--- config.mk ---
export PLATFORM = sky130hd
export DESIGN_NAME = turn_ctrl
export DESIGN_NICKNAME = d
export VERILOG_FILES = /design/src/rtl/turn_ctrl.sv
export SDC_FILE = /design/constraint.sdc
export NUM_CORES = 1
export LEC_CHECK = 0
export ABC_AREA = 1
export CAP_MARGIN = 30
export CELL_PAD_IN_SITES_DETAIL_PLACEMENT = 1
export CELL_PAD_IN_SITES_GLOBAL_PLACEMENT = 1
export CORE_MARGIN = 1.5
export CORE_UTILIZATION = 25
export DETAILED_ROUTE_END_ITERATION = 10
export GPL_TIMING_DRIVEN = 0
export PLACE_DENSITY = 0.57
export SLEW_MARGIN = 20
export SYNTH_ARGS = -nofsm -noshare
export SYNTH_HDL_FRONTEND = slang
export SYNTH_SLANG_ARGS = --single-unit
--- constraint.sdc ---
create_clock -name clk60MHz -period 1.8 [get_ports clk60MHz]
set_input_delay 0.18 -clock clk60MHz [delete_from_list [all_inputs] [get_ports clk60MHz]]
set_output_delay 0.18 -clock clk60MHz [all_outputs]
set_load 0.02 [all_outputs]
--- src/rtl/turn_ctrl.sv ---
// rtl/turn_ctrl.sv - two-player turn sequencer: aim, flight, score, hand-over, game over
// Tracks whose turn it is, applies hit damage and declares the winner.
module turn_ctrl #(
   parameter int HP_INIT     = 4,
   parameter int HIT_DAMAGE  = 1,
   parameter int TURN_DELAY  = 30000000,
   parameter int AIM_TIMEOUT = 600000000
) (
   input  logic       clk60MHz,
   input  logic       rst,
   input  logic       start,
   input  logic       throw_flag,
   input  logic       end_throw,
   input  logic       hit,
   output logic       turn,
   output logic       throw_en,
   output logic [3:0] hp_p1,
   output logic [3:0] hp_p2,
   output logic       game_over,
   output logic       winner,
   output logic [2:0] phase
);

   typedef enum logic [2:0] {
      S_IDLE   = 3'd0,
      S_AIM    = 3'd1,
      S_FLIGHT = 3'd2,
      S_SCORE  = 3'd3,
      S_SWITCH = 3'd4,
      S_OVER   = 3'd5
   } state_t;

   localparam logic [29:0] AIM_LAST  = 30'(AIM_TIMEOUT - 1);
   localparam logic [29:0] TURN_LAST = 30'(TURN_DELAY - 1);
   localparam logic [3:0]  HP_RELOAD = 4'(HP_INIT);
   localparam logic [3:0]  DAMAGE    = 4'(HIT_DAMAGE);

   state_t      r_state;
   state_t      w_next;
   logic [29:0] r_count;
   logic        r_hit_l;
   logic        r_turn;
   logic        r_throw_en;
   logic [3:0]  r_hp_p1;
   logic [3:0]  r_hp_p2;
   logic        r_game_over;
   logic        r_winner;
   logic [3:0]  w_victim_hp;
   logic [3:0]  w_victim_after;

   // The opponent of the current thrower takes the damage, saturating at zero.
   always_comb begin
      w_victim_hp    = r_turn ? r_hp_p1 : r_hp_p2;
      w_victim_after = w_victim_hp;
      if (r_hit_l) begin
         w_victim_after = (w_victim_hp > DAMAGE) ? (w_victim_hp - DAMAGE) : 4'd0;
      end
   end

   always_comb begin
      w_next = r_state;
      case (r_state)
         S_IDLE:   if (start) w_next = S_AIM;
         S_AIM: begin
            if (throw_flag)               w_next = S_FLIGHT;
            else if (r_count == AIM_LAST) w_next = S_SWITCH;
         end
         S_FLIGHT: if (end_throw) w_next = S_SCORE;
         S_SCORE:  w_next = (w_victim_after == 4'd0) ? S_OVER : S_SWITCH;
         S_SWITCH: if (r_count == TURN_LAST) w_next = S_AIM;
         S_OVER:   if (start) w_next = S_AIM;
         default:  w_next = S_IDLE;
      endcase
   end

   always_ff @(posedge clk60MHz) begin
      if (rst) begin
         r_state     <= S_IDLE;
         r_count     <= '0;
         r_hit_l     <= 1'b0;
         r_turn      <= 1'b0;
         r_throw_en  <= 1'b0;
         r_hp_p1     <= HP_RELOAD;
         r_hp_p2     <= HP_RELOAD;
         r_game_over <= 1'b0;
         r_winner    <= 1'b0;
      end else begin
         r_state     <= w_next;
         r_throw_en  <= (w_next == S_AIM);
         r_game_over <= (w_next == S_OVER);
         // One counter serves both the aim timeout and the hand-over pause.
         if (w_next != r_state) begin
            r_count <= '0;
         end else if (r_state == S_AIM || r_state == S_SWITCH) begin
            r_count <= r_count + 30'd1;
         end
         case (r_state)
            S_FLIGHT: if (hit) r_hit_l <= 1'b1;
            S_SCORE: begin
               r_hit_l <= 1'b0;
               if (r_turn) r_hp_p1 <= w_victim_after;
               else        r_hp_p2 <= w_victim_after;
               if (w_next == S_OVER) r_winner <= r_turn;
            end
            S_SWITCH: if (w_next == S_AIM) r_turn <= ~r_turn;
            S_OVER: begin
               if (start) begin
                  r_hp_p1 <= HP_RELOAD;
                  r_hp_p2 <= HP_RELOAD;
                  r_turn  <= 1'b0;
                  r_hit_l <= 1'b0;
               end
            end
            default: ;
         endcase
      end
   end

   assign phase     = r_state;
   assign turn      = r_turn;
   assign throw_en  = r_throw_en;
   assign hp_p1     = r_hp_p1;
   assign hp_p2     = r_hp_p2;
   assign game_over = r_game_over;
   assign winner    = r_winner;

endmodule

* Word level (Yosys, flattened, before mapping)
Cells that the tools add are included.
Widths: inputs -> output; s select.
** Storage, ports and cells
- Flip-flop bits (word level) :: 46
- Bits of input ports :: 6
- Output and inout bits :: 15
- Logic and storage cells :: 61
** Operators by class
- Add/subtract/negate cells :: 2
- Magnitude comparators :: 1
- Equal/unequal tests :: 15
- Muxes and demuxes :: 20
- Bitwise logic cells :: 1
- Reduce and logical (&&, ||, !) cells :: 13
** Operators by type and width (number)
- $add 30x1->30 const B :: 1
- $eq 30x25->1 const B :: 1
- $eq 30x30->1 const B :: 1
- $mux 4 :: 6
- $pmux 4 s2 :: 2
- $mux 3 :: 5
- $pmux 3 s5 :: 1
- $reduce_and 3->1 :: 4
- $ne 2x2->1 const B :: 5
- $eq 3x3->1 const B :: 3
- $eq 3x1->1 const B :: 2
- $eq 3x2->1 const B :: 2
- $gt 4x1->1 const B :: 1
- $logic_not 4->1 :: 1
- $mux 1 :: 4
- $reduce_bool 2->1 :: 2
- $reduce_or 2->1 :: 2
- $sub 4x1->4 const B :: 1
- $logic_not 3->1 :: 1
- $ne 3x3->1 :: 1
- $pmux 1 s3 :: 1
- $reduce_bool 3->1 :: 1
- $pmux 1 s2 :: 1
- $reduce_and 2->1 :: 1
- other kinds (2) :: 2

* Depth between registers and ports, before layout
Gate-level depths: netlist (run 1).
- Depth after elaboration :: 10
- Mapped depth :: 18

* Worst setup path before layout (run 1)
OpenSTA, ideal clock, no wires.
- Kind :: reg2reg
- Start point :: register r_turn, in the netlist turn
- End point :: register r_count[0]
- Setup time :: 62 ps
- Arrival :: 2058 ps
- Data required time :: 1738 ps
- Setup slack :: -320 ps
- Cell stages (with the launch flop) :: 15
- Path through :: dfxtp_1 > buf_6 > nand2_1 > nand2_2 > inv_1 > ha_1 > or2_2 > nand4_2 > nand3_1 > nand3_2 > nand2_2 > nand2_2 > nand2_2 > buf_6 > nor2_2
** On the way
- Word-level cells in the longest chain between the ends :: 9
** RTL lines
- start, declared :: RTL line 42 : logic r_turn;
- start signal, assigned :: RTL line 105 : S_SWITCH: if (w_next == S_AIM) r_turn <= ~r_turn;
- $mux 4 (*) :: RTL line 53 : w_victim_hp = r_turn ? r_hp_p1 : r_hp_p2;
- $sub 4x1->4 or $gt 4x1->1 (tied branches) :: RTL line 56 : w_victim_after = (w_victim_hp > DAMAGE) ? (w_victim_hp - DAMAGE) : 4'd0;
- $mux 4 :: RTL line 56
- $mux 4 (*) :: RTL line 55 : if (r_hit_l) begin
- $logic_not 4->1 (*) :: RTL line 69 : S_SCORE: w_next = (w_victim_after == 4'd0) ? S_OVER : S_SWITCH;
- $mux 1 (*) :: RTL line 69
- $pmux 3 s5 (*) :: RTL line 62 : case (r_state)
- $ne 3x3->1 (*) :: RTL line 92 : if (w_next != r_state) begin
- $reduce_or 2->1 (no line) (*)
- end signal, assigned :: RTL line 95 : r_count <= r_count + 30'd1;
- end, declared :: RTL line 40 : logic [29:0] r_count;
Every way passes the cells marked *; elsewhere a longest branch is shown, timed or not.
A chain may end at the register's enable or synchronous reset.

* Final worst setup path (run 1)
- Start point :: register r_turn, in the netlist turn
- End point :: register r_count[1]
The elaborated chain is that of the path after synthesis.

==> results of run 1 <==
## flip-flops by register name (all words and copies together) (netlist names)
signal,count
r_count,30
throw_en,1
hp_p2,4
winner,1
phase,3
r_hit_l,1
hp_p1,4
game_over,1
turn,1
## report_power, final
group	total [mW]	leakage (nW)	switching [mW]	internal, mW
logic	0.691	1.02	0.381	0.310
registers	1.08	0.373	0.0353	1.05
clock network	1.08	0.0771	0.425	0.657
total	2.85	1.47	0.841	2.01
## critical path: stages, from the launching register on
cell and delay [ns]:
dfxtp_4 0.44, inv_8 0.06, nand2_4 0.06, nand2_4 0.07
inv_2 0.07, ha_4 0.15, or2_4 0.14, nand3_2 0.07
nand2_2 0.07, nand2_2 0.07, nor2_2 0.11, nand3_2 0.13
nand2_2 0.11, nand2_4 0.07, nand2_8 0.13, clkbuf_16 0.17
nor2_2 0.03
## cells by family after synthesis
| group | share of synthesized area [%] |
|---|---|
| flip-flops | 32.0 |
| AO/OA/AOI/OAI | 7.13 |
| AND/OR/NAND/NOR | 43.2 |
| adder cells (fa/ha/maj) | 1.30 |
| buffers and inverters | 10.0 |
| XOR/XNOR | 6.39 |
## synth_stat cells (all sizes together)
library cell	number	area [µm²]
nand2	120	470
nor2	96	458
inv	59	226
dfxtp	46	921
nand3	29	165
a21oi	25	133
xor2	17	149
nor3	11	55.1
o21ai	10	50.0
nand4	9	62.6
buf	5	50.0
xnor2	4	35.0
clkbuf	3	11.3
ha	3	37.5
or2	2	12.5
a211oi	1	7.51
a21boi	1	7.51
a22oi	1	7.51
and3	1	6.26
nand3b	1	7.51
nor4	1	6.26
## per-layer routing
| metal | vias up | part of all wire (%) | GRT usage, % | routed length, µm |
|---|---|---|---|---|
| met3 | 10 | 1.9 | 3.12 | 177 |
| li1 | 1483 | - | - | - |
| met4 | 0 | 1.3 | 4.95 | 122 |
| met5 | - | 0 | 0 | 0 |
| met2 | 29 | 50 | 29.0 | 4630 |
| met1 | 1381 | 46 | 19.5 | 4270 |
## area by class of cell
class	count	area share, %
Tap cell	143	4.62
Sequential cell	46	24.0
Timing Repair Buffer	39	10.8
Buffer	7	1.97
Clock buffer	6	3.33
Inverter	59	5.98
Clock inverter	2	0.970
Multi-Input combinational cell	332	48.3
## how the worst min path moves through the flow
stage | end | slack, ns
global route | phase[1] | 0.27
detailed placement | winner | 0.44
finish | phase[1] | 0.26
CTS | phase[1] | 0.24
global placement | winner | 0.44
floorplan | r_hit_l | 0.34
## timing repair
item                       CTS  global route
gates cloned                 2             1
resized for setup           35            26
pin swaps                    6            12
setup endpoints to repair   34            43
buffers inserted            12             7
==> results.md, run 1 <==
* RePlAce Congestion at 0.816
* Fmax at 480 MHz
* Synthesis-stage register bit count at 46
* Startpoint Class: register
* Failing checks: negative setup slack
* IO Pins at 21
* Slew @ Worst Pin at 0.550 ns
* First drt pass iteration count at 4
* PD cells at approximately 740 nW/µm²
* Initial antenna violation count at 0
* Fillers at approximately 1.4k
* Reg2Reg Launch Point: turn
* Fin area at slightly below 4000 µm²
* Row cnt at 39
* Drt wl/cell at 14.5 µm
* Sequential share of the synthesized area at 32.0%
* Worst vdd ir at 0.341 mV
* Final Routed Wirelength at 9200 µm
* Hold path cells at 2
* CTS tree: yes
* CP Launch Point: turn
* Hold-fix buffers, CTS at 0
* CTS Buffer Depth at 2
* Port bufs at 19
* Setup tns final at -8.98 ns
* Placed cell area at 3280 µm²
* Final setup margin at -0.282 ns
* Crit path max fanout at 7
* Initial Util at 25.4%
* Util after Layout at 34.2%
* Slew Limit Fails at 0
* Worst reg2reg path depth at 16
* DRC at 0
* Netlist cell types at 31
* Crit end category: register
* Setup CP Type: reg2reg
* Post-route non-filler standard cell count at ~630
* CTS Buf Count at 5
* Clock Tree Root: clkbuf_16
* Most frequent cells in the layout: nand2_1, nor2_1, inv_1
* Sink Count at between 40 and 50
* Nets at approximately 500
* Vias in the first global route at 3060
* GRT Overall Usage at between 10% and 20%
* Data arrival, critical path at 2.27 ns
* Area Growth Syn to Fin at 34.4%
* Hold_sp: rst
* R2r endpoint: r_count[1]
* Via count at roughly 2.9k
* Global-route wire length before repair at ~15000 µm
* Clk_skew at 0.00601 ns
* Mapped Nets at about 450
* Layout cells sized above 1 at ~25%
* Critical path endpoint: r_count[1]
* Core Area at roughly 11000 µm²
* Worst skew pair latency at 0.30 ns
* Maxcap violations at 0
* Crit share post-route at 116%
* Hold Vio Cnt, Final at 0
* Antenna viol nets, final at 0
* Inserted Diodes at 0
* Post-synthesis cell count at between 400 and 500
* Hold Path Class: in2reg
* Largest net degree at the start of global routing at 15
* Initial DRC count at between 50 and 60
* Leak at roughly 1.5 nW
* Htree depth at 2
* Die H at 110 µm
* Total Power at ~2.9 mW
* DP HPWL at between 6000 and 7000 µm
* Setup Viol. Count Final at 36
* Clock slew at reported path FFs at 0.07 ns
* Synth Cell Area at 2880 µm²
* Ys Warns at 0
* Status: finished with violations
* Die X at between 100 and 150 µm
* R2R setup slack at -0.28 ns
* Die area at 12200 µm²
* Fin crit period at around 2.1 ns
* Rel. slew slack at between 60% and 70%
* Multi-input gate area at ~1900 µm²
* Via/cell ratio at 4.58
* RSZ-0062 raised after global routing: true
* Global route overflow at 0
* Dpl ws at -0.387 ns
* CP Data Required Time at between 1.5 and 2 ns
* Leading cell type in the layout, fill and taps excluded: nand2_1
* Placed cells at 607
* Reg area at between 900 and 1000 µm²
* Synthesized area per cell at around 6.5 µm²
* Final hold slack at ~0.26 ns
(Power assumes the default switching activity.)
==> inputs of run 2 (changes only) <==
--- a/config.mk
+++ b/config.mk
@@ -14,7 +14,6 @@
 export DETAILED_ROUTE_END_ITERATION = 10
 export GPL_TIMING_DRIVEN = 0
 export PLACE_DENSITY = 0.57
-export SLEW_MARGIN = 20
 export SYNTH_ARGS = -nofsm -noshare
 export SYNTH_HDL_FRONTEND = slang
 export SYNTH_SLANG_ARGS = --single-unit
==> results of run 2 <==
No change in the layout: final DEF, timing and power equal those of run 1.
==> inputs of run 3 (changes only) <==
--- a/config.mk
+++ b/config.mk
@@ -12,8 +12,10 @@
 export CORE_MARGIN = 1.5
 export CORE_UTILIZATION = 25
 export DETAILED_ROUTE_END_ITERATION = 10
+export GPL_ROUTABILITY_DRIVEN = 0
 export GPL_TIMING_DRIVEN = 0
 export PLACE_DENSITY = 0.57
+export SKIP_LAST_GASP = 1
 export SYNTH_ARGS = -nofsm -noshare
 export SYNTH_HDL_FRONTEND = slang
 export SYNTH_SLANG_ARGS = --single-unit
==> run 3 against run 2 <==
Against the previous run: the flow still finishes with violations (negative setup slack); clock power about the same; hold slack lost 0.022 ns; maximum frequency is 0.47% higher; largest power group unchanged.
==> results.md, run 3 (same netlist as run 1, synthesis figures left out) <==
* Status: finished with violations
* Failing checks: negative setup slack
* IO Pins at 21 (unchanged)
* Clock slew at reported path FFs at 0.07 ns (about the same)
* Sink Count at 46 (unchanged)
* Nets at 497 (-0.40%)
* Clock Tree Root: clkbuf_16
* Via/cell ratio at 4.59 (+0.21%)
* Slew Limit Fails at 0 (unchanged)
* Leading cell type in the layout, fill and taps excluded: nand2_1
* Max FFs per register at 30 (unchanged)
* Reg2Reg Launch Point: turn
* Worst vdd ir at 0.330 mV (-3.2%)
* Worst skew pair latency at 0.29 ns (about the same)
* GRT Overall Usage at 16.2% (-0.062 points)
* CP Launch Point: turn
* Final setup margin at -0.272 ns (+0.00972 ns)
* Final Routed Wirelength at 9190 µm (about the same)
* Psw at 0.865 mW (+2.9%)
* Hold path cells at 2 (unchanged)
* Crit path max fanout at 7 (unchanged)
* Die H at 110 µm (unchanged)
* Fmax at 483 MHz (+0.47%)
* Drt wl/cell at 14.5 µm (+0.23%)
* PD cells at 728 nW/µm² (-1.3%)
* CTS Buf Count at 5 (unchanged)
* Core Area at 11300 µm² (unchanged)
* Largest net degree at the start of global routing at 15 (unchanged)
* Die area at 12200 µm² (unchanged)
* Area Growth Syn to Fin at 37.2%
* Data arrival, critical path at 2.31 ns (+0.04 ns)
* Worst reg2reg path depth at 16 (unchanged)
* Most frequent CP cell: nand2_4
* Power share of the clock group at 37.4% (-0.5 points)
* Seq pwr share at 37.7% (-0.2 points)
* Crit path depth at 16 (unchanged)
* Htree depth at 2 (unchanged)
* Inserted Diodes at 0 (unchanged)
* Crit end category: register
* Initial antenna violation count at 0 (unchanged)
* Port bufs at 19 (unchanged)
* Setup CP Type: reg2reg
* First drt pass iteration count at 4 (unchanged)
* Most frequent cells in the layout: nand2_1, nor2_1, inv_1
* CP Data Required Time at 2.03 ns (+0.04 ns)
* Cell chain of the critical path: inv_8, nand2_4, nand2_4, inv_2, ha_4, or2_4, nand3_2, nand2_2, nand2_4, nor2_4, nand3_4, nand2_4, nand2_4, nand2_8, clkbuf_16, nor2_2
* Global-route wire length before repair at 15000 µm (-0.27%)
* Hold-fix buffers, CTS at 0 (unchanged)
* Comb pwr share at 24.9% (+0.7 points)
* Slowest stage delay, CP at 0.40 ns (-0.04 ns)
* Placed cell area at 3280 µm² (unchanged)
* Util after Layout at 34.9% (+0.71 points)
* Slowest CP cell: dfxtp_4
* Layout cells sized above 1 at 25.6% (+0.51 points)
* Crit share post-route at 115% (-0.54 points)
* Global route overflow at 0 (unchanged)
* CTS Buffer Depth at 2 (unchanged)
* Fillers at 1442 (-0.35%)
* Via count at 2900 (-0.10%)
* Maxcap violations at 0 (unchanged)
* CP top delay family: simple AND/OR/NAND/NOR gates
* Hold_sp: rst
* Largest Register: r_count
* Fin area at 3950 µm² (+2.1%)
* RSZ-0062 raised after global routing: true
* Clk_skew at 0.00592 ns (-0.0000866 ns)
* Leak at 1.46 nW (-0.72%)
* Placed cells at 607 (unchanged)
* Sw Ratio at 30.1% (+0.63 points)
* Initial DRC count at 58 (+9.4%)
* CTS tree: yes
* Initial Util at 25.4% (unchanged)
* Setup Viol. Count Final at 34 (-5.6%)
* Antenna viol nets, final at 0 (unchanged)
* Post-route non-filler standard cell count at 632 (-0.32%)
* Rel. slew slack at 63.0% (-0.34 points)
* Startpoint Class: register
* Slew @ Worst Pin at 0.555 ns (+0.00508 ns)
* Dpl ws at -0.387 ns (unchanged)
* Vias in the first global route at 3067 (+0.23%)
* Hold Path Class: in2reg
* Row cnt at 39 (unchanged)
* Worst Path Buf+Inv at 3 (unchanged)
* DRC at 0 (unchanged)
* Die X at 110 µm (unchanged)
* Hold Vio Cnt, Final at 0 (unchanged)
* DP HPWL at 6620 µm (unchanged)
* Fin crit period at 2.07 ns (-0.00972 ns)
* Internal power at 2.01 mW (-0.16%)
[run 3: cell count changes in the layout (fill, tap and decap cells not counted), sizes merged]
cell  previous run  this run
buf             23        21
[run 3: final timing paths]
kind                                    to  slack (ns)
worst max-delay path            r_count[1]       -0.27
worst min-delay path              phase[1]        0.23
worst max register to register  r_count[1]       -0.27
worst min register to register      winner        0.45
[run 3: stage by stage]
step	power [mW]	setup TNS [ns]	hold slack, ns
2_1_floorplan	1.40	-3.92	0.340
3_3_place_gp	1.55	-10.76	0.440
3_5_place_dp	1.55	-11.20	0.441
4_1_cts	2.82	-7.14	0.238
5_1_grt	3.02	-11.66	0.249
6_report	2.87	-8.47	0.235
[run 3: routing by layer]
layer	part of all wire [%]	wire (µm)	track usage, %	vias to the layer above
met5	0	0	0	-
met4	2.2	199	5.22	0
met3	2.5	228	3.06	16
met2	50	4570	28.8	35
met1	46	4190	19.4	1369
li1	-	-	-	1480
[run 3: final cells by class]
cell class	instances	area, µm²	share of cell area (%)
sequential	46	932	23.6
clock inverter	2	37.5	0.951
clock buffer	6	129	3.26
inverter	59	231	5.86
buffer	7	76.3	1.93
tap	143	179	4.53
multi-input combinational	332	1980	50.2
timing repair buffer	37	383	9.70
[run 3: power by group through the flow]
stage	Clock [mW]	Sequential [mW]	Combinational (mW)
6_report	1.08	1.08	0.716
3_3_place_gp	0	1.10	0.449
2_1_floorplan	0	1.12	0.287
4_1_cts	1.13	1.08	0.612
5_1_grt	1.17	1.09	0.771
3_5_place_dp	0	1.10	0.453
[run 3: worst reg2reg max path, cell delays in order, from the launching register on]
cell and delay, ns:
dfxtp_4 0.40, inv_8 0.09, nand2_4 0.05, nand2_4 0.09, inv_2 0.05, ha_4 0.16, or2_4 0.27, nand3_2 0.08
nand2_2 0.07, nand2_4 0.07, nor2_4 0.04, nand3_4 0.10, nand2_4 0.07, nand2_4 0.10, nand2_8 0.11, clkbuf_16 0.20
nor2_2 0.06
[run 3: repair_timing]
item,in CTS,in global routing
pin swaps,4,16
setup buffers,12,7
endpoints found under the setup margin,34,41
gates resized for setup,28,52
gates cloned,2,1
